## config.mk

```make
export PLATFORM = sky130hd
export DESIGN_NAME = pipeline_hazard_ctrl
export DESIGN_NICKNAME = d
export VERILOG_FILES = /design/src/rtl/pipeline_hazard_ctrl.sv
export SDC_FILE = /design/constraint.sdc
export NUM_CORES = 1
export LEC_CHECK = 0
export BUFFER_PORTS_ARGS = -buffer_cell sky130_fd_sc_hd__buf_4
export CAP_MARGIN = 0
export CORE_MARGIN = 4
export CORE_UTILIZATION = 35
export CTS_CLUSTER_SIZE = 25
export DETAILED_ROUTE_END_ITERATION = 12
export HOLD_SLACK_MARGIN = 0.15
export PLACE_DENSITY = 0.73
export SLEW_MARGIN = 20
export SYNTH_ARGS = -nofsm -noshare
export SYNTH_HDL_FRONTEND = slang
export SYNTH_SLANG_ARGS = --single-unit
```

## constraint.sdc

```tcl
create_clock -name clk -period 3.2 [get_ports clk]
set_input_delay 0.32 -clock clk [delete_from_list [all_inputs] [get_ports clk]]
set_output_delay 0.32 -clock clk [all_outputs]
set_load 0.005 [all_outputs]
```

## src/rtl/pipeline_hazard_ctrl.sv

```systemverilog
// Hazard controller for a five-stage in-order pipeline.
// Stalls and flushes on data-cache misses, taken branches and RAW hazards,
// selects EX operand forwarding and counts fetch-stall cycles.
// Build option: define HAZARD_FORWARDING_EN to enable MEM/WB operand
// forwarding; without it every non-zero RAW match against EX or MEM stalls
// and forwardAE/forwardBE stay 00.
module pipeline_hazard_ctrl (
    input  logic        clk,
    input  logic        rst,
    input  logic [4:0]  rs1D,
    input  logic [4:0]  rs2D,
    input  logic [4:0]  rs1E,
    input  logic [4:0]  rs2E,
    input  logic [4:0]  rdE,
    input  logic [4:0]  rdM,
    input  logic [4:0]  rdW,
    input  logic        regWriteE,
    input  logic        regWriteM,
    input  logic        regWriteW,
    input  logic [1:0]  resultSrcE,
    input  logic        pcSrcE,
    input  logic        memAccessM,
    input  logic        cacheMissM,
    input  logic        cacheReadyM,
    output logic        stallF,
    output logic        stallD,
    output logic        stallE,
    output logic        stallM,
    output logic        flushD,
    output logic        flushE,
    output logic        flushW,
    output logic [1:0]  forwardAE,
    output logic [1:0]  forwardBE,
    output logic [31:0] stallCount
);

    localparam int unsigned CNT_W = 32;

    localparam logic [1:0] RUN    = 2'b00;
    localparam logic [1:0] MISS   = 2'b01;
    localparam logic [1:0] REFILL = 2'b10;

    localparam logic [1:0] FWD_RF  = 2'b00;
    localparam logic [1:0] FWD_WB  = 2'b01;
    localparam logic [1:0] FWD_MEM = 2'b10;

    logic [1:0]       state_q;
    logic [1:0]       state_d;
    logic [CNT_W-1:0] stall_cnt_q;
    logic [CNT_W-1:0] stall_cnt_d;
    logic             mem_stall;
    logic             hit_e;
    logic             data_hazard;

`ifdef HAZARD_FORWARDING_EN
    localparam logic [1:0] RES_LOAD = 2'b01;

    // Operand source for one EX operand; MEM result is newer than WB
    function automatic logic [1:0] fwd_sel(input logic [4:0] rs);
        if (regWriteM && (rdM != 5'd0) && (rdM == rs)) begin
            return FWD_MEM;
        end else if (regWriteW && (rdW != 5'd0) && (rdW == rs)) begin
            return FWD_WB;
        end
        return FWD_RF;
    endfunction
`else
    logic hit_m;
    logic unused_fwd_inputs;

    // EX-side operand and WB inputs only matter when forwarding is built in
    assign unused_fwd_inputs = ^{rs1E, rs2E, rdW, regWriteW, resultSrcE};
`endif

    // Next state of the data-cache miss FSM
    always_comb begin
        state_d = state_q;
        case (state_q)
            RUN:     if (memAccessM && cacheMissM) state_d = MISS;
            MISS:    if (cacheReadyM) state_d = REFILL;
            REFILL:  state_d = RUN;
            default: state_d = RUN;
        endcase
    end

    // Fetch-stall cycle counter, saturating at all ones
    always_comb begin
        stall_cnt_d = stall_cnt_q;
        if (stallF && (stall_cnt_q != '1)) begin
            stall_cnt_d = stall_cnt_q + CNT_W'(1);
        end
    end

    // FSM state and stall counter; rst abandons any miss in progress
    always_ff @(posedge clk or posedge rst) begin
        if (rst) begin
            state_q     <= RUN;
            stall_cnt_q <= '0;
        end else begin
            state_q     <= state_d;
            stall_cnt_q <= stall_cnt_d;
        end
    end

    // Classify the current cycle's hazards
    always_comb begin
        mem_stall = (state_q != RUN) || (memAccessM && cacheMissM);
        hit_e     = regWriteE && (rdE != 5'd0) && ((rdE == rs1D) || (rdE == rs2D));
`ifdef HAZARD_FORWARDING_EN
        data_hazard = hit_e && (resultSrcE == RES_LOAD);
`else
        hit_m       = regWriteM && (rdM != 5'd0) && ((rdM == rs1D) || (rdM == rs2D));
        data_hazard = hit_e || hit_m;
`endif
    end

    // Stall/flush response: memory stall beats branch flush beats RAW stall
    always_comb begin
        stallF = 1'b0;
        stallD = 1'b0;
        stallE = 1'b0;
        stallM = 1'b0;
        flushD = 1'b0;
        flushE = 1'b0;
        flushW = 1'b0;
        if (!rst) begin
            if (mem_stall) begin
                stallF = 1'b1;
                stallD = 1'b1;
                stallE = 1'b1;
                stallM = 1'b1;
                flushW = 1'b1;
            end else if (pcSrcE) begin
                flushD = 1'b1;
                flushE = 1'b1;
            end else if (data_hazard) begin
                stallF = 1'b1;
                stallD = 1'b1;
                flushE = 1'b1;
            end
        end
    end

    // EX operand forwarding selects
    always_comb begin
        forwardAE = FWD_RF;
        forwardBE = FWD_RF;
`ifdef HAZARD_FORWARDING_EN
        if (!rst) begin
            forwardAE = fwd_sel(rs1E);
            forwardBE = fwd_sel(rs2E);
        end
`endif
    end

    assign stallCount = stall_cnt_q;

endmodule

```

==> Word level (Yosys, flattened, before mapping) <==
Index checks and enable logic that the tools add are counted.
{ "classes": {"muxes": 15, "reduce_logical": 15, "add_sub_neg": 1, "order_cmp": 0, "n_div": 0, "eq_ne": 8, "multipliers": 0, "bitwise": 0, "shifts": 0} }
{ "op_table": {"columns": ["cell", "count"], "rows": [
  ["32-bit by 1-bit adder with 32-bit output (second input constant)", 1],
  ["32-bit inequality test (second input constant)", 1],
  ["5-bit equality test", 4],
  ["1-bit two-way mux", 12],
  ["5-bit nonzero test", 2],
  ["1-bit logical AND", 6],
  ["1-bit logical OR", 4],
  ["2-bit two-way mux", 2],
  ["2-bit inequality test (second input constant)", 2],
  ["2-bit case mux with 2 select lines", 1],
  ["2-bit by 1-bit equality test with 1-bit output (second input constant)", 1],
  ["2-bit zero test", 1],
  ["2-bit AND reduction", 1],
  ["2-bit nonzero test", 1]
]} }
{ "word_totals": {"rom_bits": 0, "ramBits": 0, "latchBits": 0, "regBits": 34, "memories": 0} }

==> Depth between registers and ports, before layout <==
{ "depth": {"depth_word": 9, "mapped_depth": 8, "depth_no_buf": 7} }

==> Least setup slack after synthesis <==
No wires, ideal clock.
{ "synth_path": {"path_type": "input-to-reg", "startpoint": "input rst", "endpoint": "register stall_cnt_q[24], in the netlist stallCount[24]", "t_required_ns": 3.075, "arrival_time_ns": 2.046, "setup_slack_ns": 1.030, "stages": 6, "n_path_buf": 1, "setup_time_ns": 0.125, "cell_sequence": "inv_1 > and2_1 > nor3_2 > buf_2 > nor2_1 > mux2_2"} }
{ "synth_between": {"elab_chain_len": 2} }
{ "synth_rtl": {"columns": ["element", "line", "rtl"], "rows": [
  ["start, declared", "9", "input logic rst,"],
  ["1-bit two-way mux", "126", "if (!rst) begin"],
  ["1-bit logical AND", "89", "if (stallF && (stall_cnt_q != '1)) begin"],
  ["end signal, assigned", "101", "stall_cnt_q <= stall_cnt_d;"],
  ["end, declared", "49", "logic [CNT_W-1:0] stall_cnt_q;"]
]} }
Every way passes these cells.
A chain may end at the register's enable or synchronous reset.

==> Final worst setup path <==
{ "layout_path": {"startpoint": "input rdE[1]", "endpoint": "output stallD"} }
{ "layout_between": {"elab_chain_len": 8, "elab_cells_between_ends": 11, "classes_between": "eq/ne: 2; mux: 4; reduce/logical: 5"} }
{ "layout_rtl": {"columns": ["element", "line", "rtl"], "rows": [
  ["start, declared", "14", "input logic [4:0] rdE,"],
  ["5-bit equality test / 5-bit nonzero test (equally long branches)", "108", "hit_e = regWriteE && (rdE != 5'd0) && ((rdE == rs1D) || (rdE == rs2D));"],
  ["1-bit logical OR / 1-bit logical AND (equally long branches)", "108", null],
  ["1-bit logical AND *", "108", null],
  ["1-bit logical OR *", "113", "data_hazard = hit_e || hit_m;"],
  ["1-bit two-way mux *", "136", "end else if (data_hazard) begin"],
  ["1-bit two-way mux *", "133", "end else if (pcSrcE) begin"],
  ["1-bit two-way mux *", "127", "if (mem_stall) begin"],
  ["1-bit two-way mux *", "126", null],
  ["end, declared", "26", "output logic stallD,"]
]} }
Mark *: on every way between the ends. The rest lies on a longest branch, timed or not.

==> flow_metrics.py <==
metrics = {
    "yosys": {
        "ys_seq_elements": 34,
        "syn-cell-area_um2": 2070,
        "yosysWarnings": 0,
        "ys.flop_type": "dfrtp_1",
        "syn_avg_cell_area_um2": 9.50,
        "yosysUniqueCellTypes": 36,
        "netlist.area_leader.share_pct": 41.1,
        "synth_edf_count": 0,
        "async_reset_ff_share_pct": 100,
        "yosysTopAreaCell": "dfrtp_1",
        "synth-seq-area-share_pct": 41.1,
        "ys_top_cells_by_area": "dfrtp_1 (41%), xor2_1 (20%), nor3_1 (4.6%), nor4_1 (3.3%), nor2_1 (3.3%)",
        "synthCells": 218,
    },
    "finish": {
        "final_common_cell": "buf_4",
        "final_core_util_pct": 49.0,
        "syn_to_final_growth_pct": 32.6,
        "filler_cell_count": 564,
        "final_cell_mix": "buf_4 (73), xor2_1 (47), dfrtp_1 (34), nor3_1 (19), nor2_1 (18)",
        "post-route-cell-area_um2": 2750,
        "final_nets": 335,
        "drive_gt1_share_pct": 32.9,
        "antennaDiodeCount": 0,
    },
    "worst_setup_path": {
        "cp-start-kind": "input port",
        "worst_ep_required_time_ns": 2.88,
        "rrSetupSlack_ns": 0.85,
        "arrival_ns": 2.15,
        "critical_path_class": "in -> out",
        "r2r_cells": 7,
        "end_kind": "output pin",
        "crit_start": "rdE[1]",
        "reg2reg_from": "stallCount[8]$_DFFE_PP0P_",
        "cp_max_fo": 14,
        "r2r-end": "stallCount[30]$_DFFE_PP0P_",
    },
    "clocking": {
        "ctsResizeCount": 0,
        "numCtsBuffers": 5,
        "cts.sinks": 34,
        "clk_path_buf_depth": 2,
        "clk_pin_slew_ns": 0.07,
        "cts_hold_buf": 0,
        "htree_num_levels": 2,
        "cts.repair_timing.setup_buffer_count": 0,
        "cts_root_buffer": "clkbuf_8",
        "clk_latency_ns": 0.28,
        "cts_tree": "built",
    },
    "drt": {
        "drt-total-wl_um": 4950,
        "viasPerCell": 5.02,
        "drc_errors": 0,
        "via_count": 1813,
        "drt_iter0_markers": 79,
        "antenna_left": 0,
        "firstDrtPassIters": 4,
        "wl_per_cell_um": 13.7,
    },
    "floorplan": {
        "core_area_um2": 5610,
        "die_area_um2": 7210,
        "start_util_pct": 36.9,
        "die_w_um": 84.9,
        "chipHeight_um": 84.9,
        "rows": 27,
        "ios": 89,
    },
    "timing": {
        "tns_ns": 0,
        "slew_viol_final": 0,
        "finalClockSkew_ns": 0.00450,
        "max_clock_freq_mhz": 405,
        "finalCritPeriodShare_pct": 77.1,
        "setup_viol": 0,
        "slew_headroom_pct": 58.1,
        "rsz0062_at_grt": "false",
        "whs_ns": 0.180,
        "worstMarginPinSlew_ns": 0.626,
        "hold_viol_final": 0,
        "fin_crit_ns": 2.47,
    },
    "placement": {
        "placed_cell_area_um2": 2660,
        "io_buffer_count": 66,
        "dp_hpwl_um": 3870,
        "place_congestion": 0.762,
    },
    "global_route": {
        "grt_pass1_vias": 1789,
        "track_usage_pct": 13.9,
        "antenna_found_initial": 0,
        "grt_max_degree": 35,
        "grt_first_pass_wirelength_um": 8200,
        "grt-ovfl-total": 0,
    },
    "hold_path": {
        "worst_hold_path_type": "in -> async",
    },
    "pwr": {
        "p_per_area_nw_per_um2": 447,
        "ir_drop_mv": 0.181,
        "p_leak_nw": 1.26,
    },
    "status": {
        "status": "finished, final reports clean",
    },
    "run": {
        "cap_violations": 0,
    },
}
## cells in the mapped netlist, types with 3 or more instances
| library cell | n |
|---|---|
| xor2_1 | 47 |
| dfrtp_1 | 34 |
| nor3_1 | 19 |
| nor2_1 | 18 |
| nand2_1 | 17 |
| nor4_1 | 11 |
| nand3_1 | 10 |
| buf_4 | 7 |
| inv_1 | 5 |
| nand4_1 | 5 |
| buf_2 | 4 |
| mux2_2 | 4 |
| or4_1 | 4 |
| and3_1 | 3 |
| or2_2 | 3 |
## critical path: stages
cell and delay (ns):
buf_4 0.12, or4_1 0.53, o21ai_1 0.20, nor4_1 0.10, nor3_4 0.57, inv_1 0.13
buf_4 0.17
## cells by family (layout without fill, tap and decap cells)
kind of cell             Yosys count  count (layout)  share of synthesized area [%]
AND/OR/NAND/NOR                  104             104                           28.2
buffers and inverters             18              86                           4.77
AO/OA/AOI/OAI                      7               7                           2.24
multiplexers                       5               5                           2.66
XOR/XNOR                          48              48                           20.3
other                              1               4                          0.181
flip-flops                        34              34                           41.1
adder cells (fa/ha/maj)            1               1                          0.604
## per-layer routing
metal  track usage, %  routed length [µm]  vias up
met3             4.37                 379        8
met5                0                   0        -
met2             24.7                2500       62
met4             4.17                  61        0
met1             15.9                2010      855
li1                 -                   -      888
## metrics by stage
stage | power (mW) | cells | worst slack (ns)
3_5_place_dp | 0.917 | 353 | 0.702
5_1_grt | 1.31 | 361 | 0.580
6_report | 1.23 | 361 | 0.732
4_1_cts | 1.25 | 361 | 0.711
3_3_place_gp | 0.903 | 353 | 0.698
2_1_floorplan | 0.723 | 221 | 1.03
## where the power goes
group | internal [mW] | total, mW | leakage [nW] | switching (mW)
logic | 0.183 | 0.317 | 0.803 | 0.134
registers | 0.494 | 0.584 | 0.409 | 0.0898
clock network | 0.173 | 0.326 | 0.0482 | 0.153
total | 0.851 | 1.23 | 1.26 | 0.377
## worst max path at each step
| stage | slack, ns | cells past startpoint | to |
|---|---|---|---|
| 5_1_grt | 0.58 | 7 | stallD |
| 3_3_place_gp | 0.70 | 8 | stallCount[18]$_DFFE_PP0P_ |
| 2_1_floorplan | 1.03 | 6 | stallCount[24]$_DFFE_PP0P_ |
| 3_5_place_dp | 0.70 | 8 | stallCount[6]$_DFFE_PP0P_ |
| 4_1_cts | 0.71 | 7 | stallD |
| 6_report | 0.73 | 7 | stallD |
## layout make-up
type	instances	area (µm²)	area share, %
Clock buffer	7	86.3	3.14
Clock inverter	1	5.00	0.182
Inverter	5	18.8	0.683
Multi-Input combinational cell	169	1150	41.8
Sequential cell	34	851	31.0
Timing Repair Buffer	73	548	20.0
Tap cell	72	90.1	3.28
## flip-flops by register name, summed over array words and instances, names as in the netlist
name / flops
stallCount: 32
state_q: 2
(Power assumes the default switching activity.)
